**config.mk**
```make
export PLATFORM = sky130hd
export DESIGN_NAME = memory_bram_ctrl
export DESIGN_NICKNAME = d
export VERILOG_FILES = /design/src/rtl/memory_bram_ctrl.sv
export SDC_FILE = /design/constraint.sdc
export NUM_CORES = 1
export LEC_CHECK = 0
export CAP_MARGIN = 20
export CORE_MARGIN = 2
export CORE_UTILIZATION = 35
export CTS_CLUSTER_SIZE = 20
export DETAILED_ROUTE_END_ITERATION = 10
export DONT_BUFFER_PORTS = 1
export PLACE_DENSITY = 0.56
export RECOVER_POWER = 25
export SLEW_MARGIN = 30
export SYNTH_ARGS = -nofsm -noshare
export SYNTH_HDL_FRONTEND = slang
export SYNTH_SLANG_ARGS = --single-unit
```
**constraint.sdc**
```tcl
create_clock -name clk -period 2.66 [get_ports clk]
set_input_delay 0.532 -clock clk [delete_from_list [all_inputs] [get_ports clk]]
set_output_delay 0.532 -clock clk [all_outputs]
set_load 0.05 [all_outputs]
```
**src/rtl/memory_bram_ctrl.sv**
```systemverilog
// Bus-side controller for one port of the internal-memory BRAM: word reads, full/partial writes (RMW), ready pulse.
// Optional out-of-range address check enabled by defining BRAM_CTRL_ADDR_CHECK_EN.
module memory_bram_ctrl #(
  parameter int addr_size = 8
) (
  input  logic                 clk,
  input  logic                 rst_n,
  input  logic [31:0]          bus_addr,
  input  logic [31:0]          bus_wdata,
  input  logic [3:0]           bus_sel,
  input  logic                 bus_we,
  input  logic                 bus_en,
  output logic [31:0]          bus_rdata,
  output logic                 bus_ready,
  output logic                 bus_error,
  output logic [addr_size-1:0] bram_addr,
  output logic [31:0]          bram_din,
  output logic                 bram_wr,
  input  logic [31:0]          bram_dout
);

  typedef enum logic [1:0] {IDLE, READ, MERGE, ACK} state_t;

  state_t               state;
  state_t               state_nxt;
  logic [addr_size-1:0] addr_q;
  logic [31:0]          wdata_q;
  logic [3:0]           sel_q;
  logic [31:0]          merged;
  logic                 out_of_range;
  logic                 accept;
  logic                 unused_addr_bits;

  assign unused_addr_bits = ^{bus_addr[31:addr_size+2], bus_addr[1:0]};
  assign accept = (state == IDLE) && bus_en;

`ifdef BRAM_CTRL_ADDR_CHECK_EN
  logic err_q;

  assign out_of_range = |bus_addr[31:addr_size+2];

  always_ff @(posedge clk or negedge rst_n) begin
    if (!rst_n)
      err_q <= 1'b0;
    else if (accept)
      err_q <= out_of_range;
  end

  assign bus_ready = (state == ACK) && !err_q;
  assign bus_error = (state == ACK) && err_q;
`else
  assign out_of_range = 1'b0;
  assign bus_ready    = (state == ACK);
  assign bus_error    = 1'b0;
`endif

  // Per-lane merge of the latched store data over the word read in the accept cycle.
  always_comb begin
    merged = bram_dout;
    for (int i = 0; i < 4; i++) begin
      if (sel_q[i])
        merged[8*i +: 8] = wdata_q[8*i +: 8];
    end
  end

  always_ff @(posedge clk or negedge rst_n) begin
    if (!rst_n) begin
      state     <= IDLE;
      addr_q    <= '0;
      wdata_q   <= '0;
      sel_q     <= '0;
      bus_rdata <= '0;
    end else begin
      state <= state_nxt;
      if (accept) begin
        addr_q  <= bus_addr[addr_size+1:2];
        wdata_q <= bus_wdata;
        sel_q   <= bus_sel;
      end
      if (state == READ)
        bus_rdata <= bram_dout;
    end
  end

  // The address goes straight to the BRAM in IDLE so its registered read starts in the accept cycle.
  always_comb begin
    state_nxt = state;
    bram_wr   = 1'b0;
    bram_din  = bus_wdata;
    bram_addr = addr_q;
    case (state)
      IDLE: begin
        bram_addr = bus_addr[addr_size+1:2];
        if (bus_en && rst_n) begin
          if (out_of_range)
            state_nxt = ACK;
          else if (!bus_we)
            state_nxt = READ;
          else if (bus_sel == 4'b1111) begin
            bram_wr   = 1'b1;
            state_nxt = ACK;
          end else if (bus_sel == 4'b0000)
            state_nxt = ACK;
          else
            state_nxt = MERGE;
        end
      end
      READ:    state_nxt = ACK;
      MERGE: begin
        bram_din  = merged;
        bram_wr   = 1'b1;
        state_nxt = ACK;
      end
      ACK:     state_nxt = IDLE;
      default: state_nxt = IDLE;
    endcase
  end

endmodule

```
# Yosys cells after proc, flatten, opt, wreduce, memory -nomap -nowiden

Index checks and enable logic that the tools add are counted.

Register bits: 78
Latch bits: 0
Memory bits (writable): 0
ROM bits: 0
Logic and storage cells: 30
Memories kept: 0

Add/subtract/negate cells: 0
Multiply operators: 0
Div/mod/pow operators: 0
Magnitude comparators: 0
Equality and inequality tests: 5
Shift-type cells: 0
Multiplexer cells: 15
Bitwise operators: 0
Reductions and logical operators: 5

Operators with widths:

| kind                 | count |
|---|---|
| $mux W8              | 5 |
| $mux W32             | 1 |
| $pmux W2 S3          | 1 |
| $mux W1              | 5 |
| $eq A2 B2 Y1 const B | 2 |
| $eq A4 B4 Y1 const B | 1 |
| $logic_not A4 Y1     | 1 |
| $mux W2              | 2 |
| $eq A2 B1 Y1 const B | 1 |
| $logic_and A1 B1 Y1  | 2 |
| $logic_not A2 Y1     | 1 |
| $ne A2 B1 Y1 const B | 1 |
| $pmux W1 S2          | 1 |
| $reduce_or A2 Y1     | 1 |

# Logic depth before layout (Yosys ltp)

Word-level depth: 6
Mapped depth: 6

# Least setup slack after synthesis

Ideal clock, no wire load.

Path kind: register to output
Start point: register state[0]
End point: output bram_din[14]
Arrival time: 1.802 ns
Required time: 2.128 ns
Setup slack: 0.326 ns
Stages on the path, launching flop included: 7
Path buffers: 2
Cells stage by stage: dfrtp_1 inv_1 ha_1 buf_2 buf_2 nor2_1 a21oi_1

Longest elaborated chain between the ends: 2

Ends and longest elaborated chain:

| what                   | RTL line | RTL |
|---|---|---|
| from (decl)            | 24       | `state_t state;` |
| from (signal assigned) | 74       | `state <= state_nxt;` |
| $eq A2 B2 Y1           | 91       | `case (state)` |
| $mux W32               | 91       |  |
| to (decl)              | 17       | `output logic [31:0] bram_din,` |

No other way between the ends.

# Worst setup path in the final report

Start point: register state[0]
End point: output bram_din[28]

Same word-level chain as after synthesis.

==> impl_metrics.ini <==
[synth]
netlist_area_um2 = 3910
synth_cell_types = 22
syn-num-nets = 405
avgSynthCellArea_um2 = 13.2
yosys.area_share.simple_pct = 4.10
synth.ff_latch_count = 78
synth-compound-area-share_pct = 4.64
yosysWarnings = 0
ys_seq_area_share_pct = 50.0
synth_top_family_by_area = multiplexers
syn_inst = 297
synthAdderAreaFrac_pct = 1.28
synth_xor_area_share_pct = 0
muxShareOfSynthArea_pct = 36.5

[drt]
drt-initial-drc-count = 98
drt-wirelength-per-cell_um = 17.5
drt-pass1-iter-count = 4
wl_um = 8270
num_vias = 2351
drc_errors = 0
drtAntennaViolNets = 0
vias_per_cell = 4.99

[sta]
hold_viol = 0
finalSetupViolCount = 0
fin_setup_tns_ps = 0
finalClockSkew_ps = 6.95
max-slew-margin-rel_pct = -32.5
worst_pin_slew_ps = 1990
final.setup.worst_slack_ps = 278
whs_ps = 297
min_period_ps = 2380
drv_slew = 79
rsz0062_at_grt = false
max_freq_mhz = 420
timing.final.crit_share_pct = 89.6

[cts]
cts-buffers-inserted = 9
h-tree-depth = 3
cts_tree = built
ctsRootBufferMaster = clkbuf_8
cts_setup_buffers = 0
cts_num_sinks = 78
clk_pin_slew_ps = 80
cts_buffer_depth = 2
clk-insertion-delay-late_ps = 360

[placement]
place_inst = 454
place_congestion = 0.696
hpwl_um = 5680
port_buffers = 0
dp_slack_ps = 492

[run]
cap_violations = 1

[worst_setup_path]
cp_num_buf_inv = 3
endpoint_kind = primary output
cp_common_cell = buf_4
path_cells = inv_1 -> ha_2 -> buf_4 -> nor2_1 -> a21oi_1 -> buf_4
cpPeakStageDelay_ps = 410
critical_path_class = flop to primary output
critPathLaunchType = flop
worst_path_max_delay_cell = dfrtp_1
arrival_ps = 1850
cp_max_fo = 34
critPathTopFamily = buffers and inverters
cp_data_required_time_ps = 2130

[final_layout]
stdcell_count = 471
syn_to_final_growth_pct = 13.8
fillers = 1042
mostFrequentLayoutCells = dfrtp_1 (78), mux2_2 (42), mux2_4 (40)
layout_commonest_cell = dfrtp_1
diodes = 0
drive_gt1_share_pct = 41.4
final_nets = 434

[floorplan]
initial_core_util_pct = 35.9
io_pins = 179
dieWidth_um = 110
die_area_um2 = 12000
core_area_um2 = 10900
rows = 38
die_h_um = 110

[global_routing]
grt_pass1_wl_um = 12700
overflow = 0
grt_pass1_vias = 2455
grtUsageTotal_pct = 14.2
antenna_found_initial = 0
grt_max_degree = 79

[run_status]
violations = capacitance limit, slew limit
outcome = finished with violations

[hold_path]
hp-class = primary input to flop
==> cell families after synthesis <==
family,count (synthesis)
muxes,117
DFF,78
and+or+nand+nor,39
AOI/OAI and AO/OA,35
buffers and inverters,23
adders and majority gates,4
other,1
==> layer usage <==
layer	vias up	GRT usage, %	share of wire, %
li1	1098	-	-
met1	1151	17.9	43
met2	89	21.3	47
met3	13	5.04	8.7
met4	0	7.41	2.1
met5	-	0	0
==> registers in the layout, indices dropped and copies added, names as in the netlist <==
| signal | flops |
|---|---|
| state | 2 |
| wdata_q | 32 |
| sel_q | 4 |
| bus_rdata | 32 |
| addr_q | 8 |
==> stage by stage <==
stage | utilization [%] | instance area [um^2]
after CTS | 41.0 | 4470
after global routing | 40.8 | 4450
after floorplan | - | 3910
after detailed placement | 39.1 | 4260
final | 40.8 | 4450
after global placement | 39.1 | 4260
==> worst paths after layout <==
check                         startpoint       endpoint  slack [ps]  cells past startpoint
max                             state[0]   bram_din[28]         280                      6
max reg2reg                     state[1]   bus_rdata[8]         920                      4
min in group asynchronous          rst_n  bus_rdata[12]         730                      1
min                        bram_dout[12]  bus_rdata[12]         300                      1
max in group asynchronous          rst_n    wdata_q[22]         750                      1
min reg2reg                  wdata_q[12]    wdata_q[12]         510                      1
==> synthesized netlist by cell type <==
master    count  share of area [%]
buf_1         3               0.29
nand2_2       1               0.16
mux2i_1      33                8.5
mux2_1        2               0.58
conb_1        1              0.096
mux2_4       40                 15
buf_6         4                1.2
nor4_1        1               0.16
mux2_2       42                 12
clkbuf_1      2               0.19
buf_4         1               0.19
o21bai_1      1               0.19
inv_1         2               0.19
nand4_1       2               0.32
a311oi_1      1               0.22
a21oi_1      33                4.2
nor2_1       33                3.2
dfrtp_1      78                 50
nor3b_1       1               0.19
nand2_1       1              0.096
buf_2        11                1.4
ha_1          4                1.3
==> final cells by class <==
class / instances / area [um^2] / area share, %
multi-input cells: 196 / 1830 / 41.1
inverters: 2 / 7.51 / 0.169
clock buffers: 16 / 180 / 4.05
well taps: 140 / 175 / 3.94
flip-flops and latches: 78 / 1950 / 43.9
repair buffers: 39 / 303 / 6.81
==> timing repair <==
action / in CTS / in global routing
endpoints found under the setup margin: 0 / 1
resized for setup: 0 / 1
hold endpoints to repair: 78 / 0
hold buffers: 1 / 0
Power is not shown: default switching activity piles up to over one toggle a cycle in this logic, so the estimate is an artifact.
